**config.mk**
```make
export PLATFORM = sky130hd
export DESIGN_NAME = pipeline_fetch_queue_flat
export DESIGN_NICKNAME = d
export VERILOG_FILES = /design/src/rtl/pipeline_fetch_queue_if.sv /design/src/rtl/pipeline_fetch_queue.sv /design/src/flat_wrapper.sv
export SDC_FILE = /design/constraint.sdc
export NUM_CORES = 1
export LEC_CHECK = 0
export CORE_AREA = 2 2 153 155
export CTS_CLUSTER_DIAMETER = 100
export DETAILED_ROUTE_END_ITERATION = 7
export DIE_AREA = 0 0 155 157
export PLACE_DENSITY = 0.85
export SLEW_MARGIN = 10
export SYNTH_ARGS = -nofsm -noshare
export SYNTH_HDL_FRONTEND = slang
export SYNTH_SLANG_ARGS = --single-unit
export TNS_END_PERCENT = 30
```
**constraint.sdc**
```tcl
create_clock -name clock -period 7.6 [get_ports clock]
set_input_delay 0.76 -clock clock [delete_from_list [all_inputs] [get_ports clock]]
set_output_delay 0.76 -clock clock [all_outputs]
set_load 0.005 [all_outputs]
```
**src/rtl/pipeline_fetch_queue_if.sv**
```systemverilog
// Handshake bundle between the fetch queue, instruction memory, the redirect source and decode.
// The master modport is the fetch unit; the slave modport is its environment.
interface pipeline_fetch_queue_if;
  logic        imem_req_valid;
  logic        imem_req_ready;
  logic [31:0] imem_req_addr;
  logic        imem_resp_valid;
  logic [31:0] imem_resp_data;
  logic        redirect;
  logic [31:0] redirect_pc;
  logic        dec_valid;
  logic        dec_ready;
  logic [31:0] dec_inst;
  logic [31:0] dec_pc;

  modport master (
    output imem_req_valid, imem_req_addr, dec_valid, dec_inst, dec_pc,
    input  imem_req_ready, imem_resp_valid, imem_resp_data, redirect, redirect_pc, dec_ready
  );

  modport slave (
    input  imem_req_valid, imem_req_addr, dec_valid, dec_inst, dec_pc,
    output imem_req_ready, imem_resp_valid, imem_resp_data, redirect, redirect_pc, dec_ready
  );
endinterface

```
**src/rtl/pipeline_fetch_queue.sv**
```systemverilog
// Instruction-fetch front end: sequential fetch, in-order {pc,inst} queue, redirect flush.
// Define FETCH_QUEUE_BYPASS_EN to let a response reach decode in its arrival cycle when the queue is empty.
module pipeline_fetch_queue #(
  parameter int unsigned DEPTH    = 4,
  parameter logic [31:0] PC_RESET = 32'h0040_0000
) (
  input  logic                          clock,
  input  logic                          reset,
  pipeline_fetch_queue_if.master        fq
);
  localparam int unsigned PW = $clog2(DEPTH);
  localparam int unsigned CW = PW + 1;

  typedef logic [CW-1:0] cnt_t;
  typedef logic [PW-1:0] ptr_t;
  typedef struct packed {
    logic [31:0] pc;
    logic [31:0] inst;
  } entry_t;

  logic [31:0] fetch_pc_q, fetch_pc_d;
  logic [31:0] resp_pc_q, resp_pc_d;
  ptr_t        head_q, head_d, tail_q, tail_d;
  cnt_t        count_q, count_d;
  cnt_t        inflight_q, inflight_d;
  cnt_t        drop_q, drop_d;
  entry_t      mem_q [DEPTH];

  logic        req_fire, resp_take, resp_keep, bypass, push, pop, queue_nonempty;
  logic [CW:0] credits_used;
  logic [31:0] redirect_target;
  entry_t      head_entry;

  assign redirect_target = {fq.redirect_pc[31:2], 2'b00};
  assign queue_nonempty  = (count_q != '0);
  assign head_entry      = mem_q[head_q];

  // Every outstanding request owns a queue slot, so a returning word always has room.
  assign credits_used      = {1'b0, count_q} + {1'b0, inflight_q};
  assign fq.imem_req_valid = !reset && !fq.redirect && (credits_used < (CW+1)'(DEPTH));
  assign fq.imem_req_addr  = fetch_pc_q;
  assign req_fire          = fq.imem_req_valid && fq.imem_req_ready;

  // A response with nothing in flight is a leftover from before a reset and is ignored.
  assign resp_take = !reset && fq.imem_resp_valid && (inflight_q != '0);
  assign resp_keep = resp_take && (drop_q == '0) && !fq.redirect;

`ifdef FETCH_QUEUE_BYPASS_EN
  assign bypass = resp_keep && !queue_nonempty;
`else
  assign bypass = 1'b0;
`endif

  // NOTE: every output of a combinational block gets a default first so no latch is inferred.
  always_comb begin
    fq.dec_valid = 1'b0;
    fq.dec_pc    = '0;
    fq.dec_inst  = '0;
    if (!reset) begin
      if (queue_nonempty) begin
        fq.dec_valid = 1'b1;
        fq.dec_pc    = head_entry.pc;
        fq.dec_inst  = head_entry.inst;
      end else if (bypass) begin
        fq.dec_valid = 1'b1;
        fq.dec_pc    = resp_pc_q;
        fq.dec_inst  = fq.imem_resp_data;
      end
    end
  end

  assign pop  = queue_nonempty && fq.dec_valid && fq.dec_ready;
  assign push = resp_keep && !(bypass && fq.dec_ready);

  // resp_pc tracks the address of the next surviving response; requests are strictly sequential.
  always_comb begin
    fetch_pc_d = fetch_pc_q;
    resp_pc_d  = resp_pc_q;
    head_d     = head_q;
    tail_d     = tail_q;
    count_d    = count_q;
    drop_d     = drop_q;
    inflight_d = inflight_q + cnt_t'(req_fire) - cnt_t'(resp_take);
    if (fq.redirect) begin
      fetch_pc_d = redirect_target;
      resp_pc_d  = redirect_target;
      head_d     = '0;
      tail_d     = '0;
      count_d    = '0;
      drop_d     = inflight_d;
    end else begin
      if (req_fire)                     fetch_pc_d = fetch_pc_q + 32'd4;
      if (resp_keep)                    resp_pc_d  = resp_pc_q + 32'd4;
      if (resp_take && drop_q != '0)    drop_d     = drop_q - cnt_t'(1);
      if (push)                         tail_d     = tail_q + ptr_t'(1);
      if (pop)                          head_d     = head_q + ptr_t'(1);
      count_d = count_q + cnt_t'(push) - cnt_t'(pop);
    end
  end

  // NOTE: sequential state uses non-blocking assignments so all registers update from pre-edge values.
  always_ff @(posedge clock) begin
    if (reset) begin
      fetch_pc_q <= PC_RESET;
      resp_pc_q  <= PC_RESET;
      head_q     <= '0;
      tail_q     <= '0;
      count_q    <= '0;
      inflight_q <= '0;
      drop_q     <= '0;
    end else begin
      fetch_pc_q <= fetch_pc_d;
      resp_pc_q  <= resp_pc_d;
      head_q     <= head_d;
      tail_q     <= tail_d;
      count_q    <= count_d;
      inflight_q <= inflight_d;
      drop_q     <= drop_d;
    end
  end

  // NOTE: queue storage has no reset; count and head gate every read so stale contents are never seen.
  always_ff @(posedge clock) begin
    if (push) mem_q[tail_q] <= '{pc: resp_pc_q, inst: fq.imem_resp_data};
  end

  push_never_full: assert property (@(posedge clock) disable iff (reset)
    push |-> (count_q < cnt_t'(DEPTH)))
    else $error("fetch queue push while full");

  drop_within_inflight: assert property (@(posedge clock) disable iff (reset)
    !(drop_q > inflight_q))
    else $error("fetch queue drop count exceeds in-flight count");

  inflight_bounded: assert property (@(posedge clock) disable iff (reset)
    !(inflight_q > cnt_t'(DEPTH)))
    else $error("fetch queue in-flight count exceeds depth");
endmodule

```
**src/flat_wrapper.sv**
```systemverilog
// flat-port wrapper written by rule: the top's interface ports become plain ports
module pipeline_fetch_queue_flat 
#(
  parameter int unsigned DEPTH    = 4,
  parameter logic [31:0] PC_RESET = 32'h0040_0000
)
  (clock, reset, fq_imem_req_valid, fq_imem_req_addr, fq_dec_valid, fq_dec_inst, fq_dec_pc, fq_imem_req_ready, fq_imem_resp_valid, fq_imem_resp_data, fq_redirect, fq_redirect_pc, fq_dec_ready);
  pipeline_fetch_queue_if fq_i ();
  input  logic clock;
  input  logic reset;
  output wire logic [$bits(fq_i.imem_req_valid)-1:0] fq_imem_req_valid;
  output wire logic [$bits(fq_i.imem_req_addr)-1:0] fq_imem_req_addr;
  output wire logic [$bits(fq_i.dec_valid)-1:0] fq_dec_valid;
  output wire logic [$bits(fq_i.dec_inst)-1:0] fq_dec_inst;
  output wire logic [$bits(fq_i.dec_pc)-1:0] fq_dec_pc;
  input wire logic [$bits(fq_i.imem_req_ready)-1:0] fq_imem_req_ready;
  input wire logic [$bits(fq_i.imem_resp_valid)-1:0] fq_imem_resp_valid;
  input wire logic [$bits(fq_i.imem_resp_data)-1:0] fq_imem_resp_data;
  input wire logic [$bits(fq_i.redirect)-1:0] fq_redirect;
  input wire logic [$bits(fq_i.redirect_pc)-1:0] fq_redirect_pc;
  input wire logic [$bits(fq_i.dec_ready)-1:0] fq_dec_ready;
  assign fq_imem_req_valid = fq_i.imem_req_valid;
  assign fq_imem_req_addr = fq_i.imem_req_addr;
  assign fq_dec_valid = fq_i.dec_valid;
  assign fq_dec_inst = fq_i.dec_inst;
  assign fq_dec_pc = fq_i.dec_pc;
  assign fq_i.imem_req_ready = fq_imem_req_ready;
  assign fq_i.imem_resp_valid = fq_imem_resp_valid;
  assign fq_i.imem_resp_data = fq_imem_resp_data;
  assign fq_i.redirect = fq_redirect;
  assign fq_i.redirect_pc = fq_redirect_pc;
  assign fq_i.dec_ready = fq_dec_ready;
  pipeline_fetch_queue #(.DEPTH(DEPTH), .PC_RESET(PC_RESET)) u_core (.clock(clock), .reset(reset), .fq(fq_i));
endmodule
```
==> results_dict.tcl, run 1 <==
set metrics [dict create \
    cellPowerDensity_nw_per_um2 232 \
    worstHoldPathType "reg2reg" \
    yosys-top-cells-area "sky130_fd_sc_hd__edfxtp_1 55%, sky130_fd_sc_hd__dfxtp_1 11%, sky130_fd_sc_hd__mux4_2 10%" \
    synth_sequential_area_ratio 0.664 \
    pwr-share-clk 0.395 \
    grt_first_pass_wirelength_mm 43.8 \
    rsz0062_at_grt "no" \
    outcome "finished clean" \
    worst_setup_path_end_kind "output pin" \
    mappedNetlistArea_um2 13500 \
    timing.rr.start "u_core.drop_q[0]$_SDFFE_PP0P_" \
    worst_clock_skew_ns 0.0175 \
    drt-wirelength-per-cell_um 20.3 \
    clock-root-buffer "sky130_fd_sc_hd__clkbuf_16" \
    setup.worst_path.start_class "register" \
    mean_syn_cell_area_um2 14.9 \
    timing.critical_path.arrival_ns 3.22 \
    crit_buf_inv 2 \
    worstHoldEndpoint "u_core.fq.imem_req_addr[30]$_SDFFE_PP0P_" \
    grt_max_degree 69 \
    synth-edff-count 248 \
    hold-path-cell-count 2 \
    floorplan.rows 55 \
    critical_path_required_ns 6.84 \
    leak_pwr_nw 5.35 \
    n_antenna_cell 0 \
    power_report.internal_total_mw 2.98 \
    seq_power_share 0.531 \
    vias 8285 \
    ctsHtreeMaxLevel 1 \
    cts_hold_buffers 0 \
    final_min_period_over_clock_period 0.524 \
    postCtsSetupBuffers 0 \
    number_of_antenna_violations_at_the_first_check_in_global_routing 0 \
    post_synth_num_cell_types 59 \
    crit_path_cell_chain "buf_4 -> mux4_2 -> and2_1 -> clkdlybuf4s50_1" \
    die_width_um 155 \
    cts.sinks 323 \
    tritoncts "done" \
    power_switching_uw 814 \
    start_util 0.599 \
    cp_slowest_cell "sky130_fd_sc_hd__dfxtp_4" \
    count_of_endpoints_failing_setup_in_the_final_report 0 \
    max_cap_viol_count 0 \
    maxSlewHeadroom 0.337 \
    drv_slew 0 \
    synth_top_cell_by_area "sky130_fd_sc_hd__edfxtp_1" \
    pwr-share-comb 0.074 \
    placement.io_buffers 161 \
    max_stage_delay_ns 0.75 \
    final_net_count 1152 \
    worstRegToRegCells 7 \
    drtPass1Iterations 6 \
    ys_warn_count 0 \
    clock.fmax_mhz 251 \
    globalRouteTotalUtil 0.229 \
    sum_of_internal_switching_and_leakage_power_mw 3.80 \
    synth_async_sr_flop_share 0 \
    setup.worst_path.class "reg2out" \
    insertion_delay_of_the_later_clocked_pin_in_the_worst_skew_pair_ns 0.54 \
    chipHeight_um 157 \
    drive_above_1_share 0.129 \
    critical_path.max_fanout 33 \
    via_per_inst 6.03 \
    critical_path.top_delay_family "buffers and inverters" \
    cts_made_buffers 30 \
    routed_wl_mm 28.0 \
    final-hold-violation-count 0 \
    timing_worst_slew_pin_value_ns 0.985 \
    ant_nets 0 \
    r2r_end "u_core.mem_q[0][18]$_DFFE_PP_" \
    holdCritStartpoint "u_core.fq.imem_req_addr[30]$_SDFFE_PP0P_" \
    peakVddDrop_mv 0.145 \
    fin_crit_ns 3.98 \
    post_cts_sizing_count 0 \
    p_sw_frac 0.214 \
    overflow 0 \
    netlist_instances 906 \
    placeableCoreArea_um2 22500 \
    clk_pin_slew_ns 0.07 \
    gp_congestion 0.871 \
    grt_pass1_vias 8048 \
    yosysTopAreaCellShare 0.552 \
    drt_iter0_markers 648 \
    setup_tns_ns 0 \
    setup.reg_to_reg.worst_slack_ns 4.04 \
    drt_drc_violations_left 0 \
    ys_seq_elements 323 \
    clock_tree.buffer_depth 3 \
    area.growth.synth_to_final_pct 21.4 \
    io_pins 168 \
    synth-main-ff-cell "sky130_fd_sc_hd__edfxtp_1" \
    place_hpwl_mm 17.3 \
    dieArea_um2 24300 \
]
[area by class of cell]
class	instances	area, um^2
flip-flops and latches	323	8950
fillers	1362	6140
multi-input cells	517	4270
repair buffers	175	1710
clock buffers	41	845
well taps	285	357
clock inverters	15	159
inverters	19	71.3
[sequential cells by signal, summed over array words and instances, names as in the netlist, named ones only]
register and count:
u_core.resp_pc_q 30, u_core.mem_q 248, u_core.drop_q 3, u_core.count_q 3, u_core.fq.imem_req_addr 30, u_core.head_q 2
u_core.inflight_q 3, u_core.tail_q 2
[cell usage after synthesis, types with 2 or more instances]
cell type and instances:
sky130_fd_sc_hd__dfxtp_1 75, sky130_fd_sc_hd__a41oi_1 2, sky130_fd_sc_hd__a2bb2oi_1 2, sky130_fd_sc_hd__nand4_1 21, sky130_fd_sc_hd__fa_1 2, sky130_fd_sc_hd__and2_1 70, sky130_fd_sc_hd__mux2_2 6, sky130_fd_sc_hd__nand2_1 52
sky130_fd_sc_hd__xnor2_1 22, sky130_fd_sc_hd__mux2i_1 2, sky130_fd_sc_hd__and3_1 8, sky130_fd_sc_hd__nor4b_1 2, sky130_fd_sc_hd__a32oi_1 4, sky130_fd_sc_hd__nand4_2 2, sky130_fd_sc_hd__nor3_1 7, sky130_fd_sc_hd__a21o_1 3
sky130_fd_sc_hd__xor2_1 17, sky130_fd_sc_hd__buf_4 4, sky130_fd_sc_hd__mux4_2 62, sky130_fd_sc_hd__nand3b_1 2, sky130_fd_sc_hd__inv_1 17, sky130_fd_sc_hd__a21boi_0 2, sky130_fd_sc_hd__or4_1 2, sky130_fd_sc_hd__edfxtp_1 248
sky130_fd_sc_hd__a211oi_1 19, sky130_fd_sc_hd__o21ai_0 17, sky130_fd_sc_hd__nand3_1 28, sky130_fd_sc_hd__nor4_1 17, sky130_fd_sc_hd__a21oi_1 31, sky130_fd_sc_hd__nor2b_1 2, sky130_fd_sc_hd__and4_1 3, sky130_fd_sc_hd__nor2_1 51
sky130_fd_sc_hd__o211ai_1 2, sky130_fd_sc_hd__buf_1 8, sky130_fd_sc_hd__or3_1 7, sky130_fd_sc_hd__ha_1 14, sky130_fd_sc_hd__nand2b_1 2, sky130_fd_sc_hd__buf_2 4, sky130_fd_sc_hd__o311ai_0 2, sky130_fd_sc_hd__a31oi_1 12
sky130_fd_sc_hd__clkbuf_1 33, sky130_fd_sc_hd__a311oi_1 3
[power by group through the flow]
stage               Sequential (mW)  Combinational (mW)  Clock [mW]
floorplan                      2.04               0.162           0
global placement               2.05               0.271           0
detailed placement             2.05               0.278           0
CTS                            2.02               0.281        1.52
global route                   2.02               0.309        1.59
finish                         2.02               0.280        1.50
[worst min-delay path: stages, from the launching register on]
cell and delay [ns]:
sky130_fd_sc_hd__dfxtp_1 0.35, sky130_fd_sc_hd__nand3_1 0.08, sky130_fd_sc_hd__nand3_1 0.06
[cell usage in the layout, fill, tap and decap left out, types with 12 or more instances in the layout]
cell / netlist / routed
sky130_fd_sc_hd__xnor2_1: 22 / 22
sky130_fd_sc_hd__nand3_1: 28 / 28
sky130_fd_sc_hd__inv_1: 17 / 17
sky130_fd_sc_hd__buf_4: 4 / 14
sky130_fd_sc_hd__ha_1: 14 / 14
sky130_fd_sc_hd__dfxtp_1: 75 / 73
sky130_fd_sc_hd__a211oi_1: 19 / 19
sky130_fd_sc_hd__edfxtp_1: 248 / 248
sky130_fd_sc_hd__nor4_1: 17 / 17
sky130_fd_sc_hd__clkdlybuf4s50_1: 0 / 160
sky130_fd_sc_hd__and2_1: 70 / 66
sky130_fd_sc_hd__a31oi_1: 12 / 12
sky130_fd_sc_hd__mux4_2: 62 / 62
sky130_fd_sc_hd__o21ai_0: 17 / 17
sky130_fd_sc_hd__clkbuf_16: 0 / 32
sky130_fd_sc_hd__nand4_1: 21 / 21
sky130_fd_sc_hd__nand2_1: 52 / 52
sky130_fd_sc_hd__a21oi_1: 31 / 31
sky130_fd_sc_hd__xor2_1: 17 / 17
sky130_fd_sc_hd__nor2_1: 51 / 50
[metal layers]
layer / routed length [um] / track usage
met1: 12200 / 0.335
met2: 13400 / 0.374
met3: 1910 / 0.0303
met4: 434 / 0.0520
met5: 0 / 0
[logic make-up (layout without fill, tap and decap cells)]
kind of cell | count (synthesis) | in the layout | synth area share
flip-flops | 323 | 323 | 0.664
AND/OR/NAND/NOR | 283 | 283 | 0.113
AO/OA/AOI/OAI | 105 | 105 | 0.0501
multiplexers | 70 | 70 | 0.110
buffers and inverters | 69 | 250 | 0.0213
XOR/XNOR | 39 | 39 | 0.0253
adder cells (fa/ha/maj) | 16 | 16 | 0.0160
other | 1 | 4 | 0.000278
[stage by stage]
stage	utilization	std cells	cell area [um^2]	hold slack (ns)	setup slack, ns
6_report	0.727	1375	16400	0.539	3.62
5_1_grt	0.727	1375	16400	0.569	3.38
4_1_cts	0.727	1375	16400	0.535	3.51
3_5_place_dp	0.683	1319	15400	0.518	3.28
3_3_place_gp	0.683	1319	15400	0.502	3.34
2_1_floorplan	-	909	13500	0.469	3.92
[how the worst max path moves through the flow]
stage	depth (start not counted)	start	slack (ns)	end
2_1_floorplan	5	fq_imem_resp_valid	3.92	u_core.mem_q[0][0]$_DFFE_PP_
4_1_cts	4	register	3.51	fq_dec_pc[3]
3_5_place_dp	6	fq_imem_resp_valid	3.28	u_core.mem_q[0][6]$_DFFE_PP_
3_3_place_gp	6	fq_imem_resp_valid	3.34	u_core.mem_q[0][56]$_DFFE_PP_
6_report	4	register	3.62	fq_dec_pc[15]
5_1_grt	4	register	3.38	fq_dec_inst[1]
(Power assumes the default switching activity.)
==> run 2: changes to the inputs <==
--- a/config.mk
+++ b/config.mk
@@ -5,11 +5,11 @@
 export SDC_FILE = /design/constraint.sdc
 export NUM_CORES = 1
 export LEC_CHECK = 0
-export CORE_AREA = 2 2 153 155
+export CORE_AREA = 2 2 168 170
 export CTS_CLUSTER_DIAMETER = 100
 export DETAILED_ROUTE_END_ITERATION = 7
-export DIE_AREA = 0 0 155 157
-export PLACE_DENSITY = 0.85
+export DIE_AREA = 0 0 170 172
+export PLACE_DENSITY = 0.75
 export SLEW_MARGIN = 10
 export SYNTH_ARGS = -nofsm -noshare
 export SYNTH_HDL_FRONTEND = slang
==> constraint.sdc (replaced) <==
create_clock -name clock -period 3.3 [get_ports clock]
set_input_delay 0.33 -clock clock [delete_from_list [all_inputs] [get_ports clock]]
set_output_delay 0.33 -clock clock [all_outputs]
set_load 0.005 [all_outputs]
==> run 2 against run 1 <==
Effect of this change: clock skew decreased by 0.0020 ns; cell area rose by 2.8%; largest cell class unchanged; die area grew 20%; sequential cell count stayed put; count of clock-buffer cells in the layout up 7; critical endpoint is now fq_dec_pc[21]; first-iteration DRC count down 8.6%; sequential power up 130%; final cell count rose by 6.0%; register-to-register slack got worse by 3.4 ns.
==> results_dict.tcl, run 2 (synthesized netlist as in run 1, its figures left out) <==
set metrics [dict create \
    postCtsSetupBuffers 0 \
    filler_cell_count 2055 \
    drtPass1Iterations 5 \
    layout.area.seq_um2 8950 \
    clk_pin_slew_ns 0.06 \
    floorplan.rows 61 \
    drt-wirelength-per-cell_um 19.8 \
    setup.worst_path.class "reg2out" \
    ctsHtreeMaxLevel 2 \
    critical_path.top_delay_family "buffers and inverters" \
    placeableCoreArea_um2 27500 \
    cellPowerDensity_nw_per_um2 545 \
    maxSlewHeadroom 0.442 \
    chipHeight_um 172 \
    drive_above_1_share 0.150 \
    p_sw_frac 0.220 \
    number_of_antenna_violations_at_the_first_check_in_global_routing 0 \
    cts_hold_buffers 0 \
    overflow 0 \
    routed_wl_mm 28.8 \
    globalRouteTotalUtil 0.201 \
    worst_setup_path_end_kind "output pin" \
    fin_crit_ns 3.00 \
    clock.fmax_mhz 333 \
    cts.sinks 323 \
    place_hpwl_mm 18.3 \
    final_min_period_over_clock_period 0.910 \
    grt_pass1_vias 8464 \
    max_reg_flops 248 \
    worstHoldPathType "in2reg" \
    ant_nets 0 \
    setup_tns_ns 0 \
    most_common_cell_after_layout_fill_and_taps_aside "sky130_fd_sc_hd__edfxtp_1" \
    leak_pwr_nw 5.52 \
    crit_buf_inv 2 \
    cts_made_buffers 34 \
    pwr-share-comb 0.075 \
    setup_ws_ns 0.298 \
    count_of_endpoints_failing_setup_in_the_final_report 0 \
    drv_slew 0 \
    drt_iter0_markers 592 \
    post_cts_sizing_count 0 \
    worst_clock_skew_ns 0.0155 \
    critical_path_required_ns 2.97 \
    tritoncts "done" \
    power_switching_mw 2.01 \
    vias 8393 \
    cp_slowest_cell "sky130_fd_sc_hd__dfxtp_4" \
    clock_tree.buffer_depth 3 \
    timing.critical_path.arrival_ns 2.67 \
    most_frequent_cells_in_the_layout "248 x sky130_fd_sc_hd__edfxtp_1, 160 x sky130_fd_sc_hd__clkdlybuf4s50_1, 73 x sky130_fd_sc_hd__dfxtp_1, 66 x sky130_fd_sc_hd__and2_1, 62 x sky130_fd_sc_hd__mux4_2" \
    grt_max_degree 65 \
    dp_slack_ns 0.492 \
    dieArea_um2 29200 \
    peakVddDrop_mv 0.334 \
    max_stage_delay_ns 0.60 \
    seq_power_share 0.507 \
    post-route-util 0.612 \
    start_util 0.491 \
    pwr-share-clk 0.418 \
    power_report.internal_total_mw 7.16 \
    critical_path.max_fanout 18 \
    largest_register "u_core.mem_q" \
    setup.worst_path.start_class "register" \
    placement.io_buffers 161 \
    final_net_count 1171 \
    n_antenna_cell 0 \
    insertion_delay_of_the_later_clocked_pin_in_the_worst_skew_pair_ns 0.51 \
    final-hold-violation-count 0 \
    via_per_inst 5.76 \
    sum_of_internal_switching_and_leakage_power_mw 9.17 \
    area.growth.synth_to_final_pct 24.8 \
    drt_drc_violations_left 0 \
    outcome "finished clean" \
    grt_first_pass_wirelength_mm 45.8 \
    gp_congestion 0.844 \
    clock-root-buffer "sky130_fd_sc_hd__clkbuf_16" \
    max_cap_viol_count 0 \
    timing_worst_slew_pin_value_ns 0.830 \
    crit_path_cell_chain "buf_4 -> mux4_2 -> and2_1 -> clkdlybuf4s50_1" \
    area_of_the_multi_input_gates_um2 4280 \
    die_width_um 170 \
    rsz0062_at_grt "no" \
    io_pins 168 \
]
## run 2: cell count changes in the layout (fill, tap and decap cells not counted), sizes merged
cell,before,now
bufinv,3,2
buf,15,30
inv,20,19
clkinv,9,8
clkinvlp,2,4
clkbuf,41,48
## run 2: power groups by stage
stage,clock (mW),sequential (mW),combinational [mW]
finish,3.83,4.65,0.687
CTS,3.91,4.65,0.688
floorplan,0,4.69,0.372
global route,4.07,4.67,0.756
global placement,0,4.72,0.671
detailed placement,0,4.73,0.679
## run 2: final timing paths
kind | from | endpoint | cells after the start | slack [ns]
max | register | fq_dec_pc[21] | 4 | 0.30
min reg2reg | u_core.head_q[1]$_SDFFE_PP0P_ | u_core.head_q[1]$_SDFFE_PP0P_ | 2 | 0.53
max reg2reg | u_core.inflight_q[1]$_SDFF_PP0_ | u_core.drop_q[2]$_SDFFE_PP0P_ | 11 | 0.68
min | reset | u_core.resp_pc_q[26]$_SDFFE_PP0P_ | 2 | 0.30
## run 2: routing by layer
metal | up-vias | share of wire | GRT usage
li1 | 3845 | - | -
met1 | 4175 | 0.44 | 0.283
met2 | 338 | 0.47 | 0.332
met3 | 35 | 0.075 | 0.0378
met4 | 0 | 0.013 | 0.0409
met5 | - | 0 | 0
## run 2: final cells by class
| type | count | area share |
|---|---|---|
| Multi-Input combinational cell | 517 | 0.254 |
| Inverter | 19 | 0.00424 |
| Tap cell | 346 | 0.0257 |
| Clock buffer | 48 | 0.0592 |
| Clock inverter | 14 | 0.00952 |
| Sequential cell | 323 | 0.532 |
| Timing Repair Buffer | 190 | 0.115 |
## run 2: metrics by stage
| step | instance area, um^2 | cells | hold slack, ns |
|---|---|---|---|
| detailed placement | 15700 | 1395 | 0.517 |
| global route | 16800 | 1457 | 0.318 |
| CTS | 16800 | 1457 | 0.279 |
| global placement | 15700 | 1395 | 0.502 |
| finish | 16800 | 1457 | 0.303 |
| floorplan | 13500 | 909 | 0.429 |
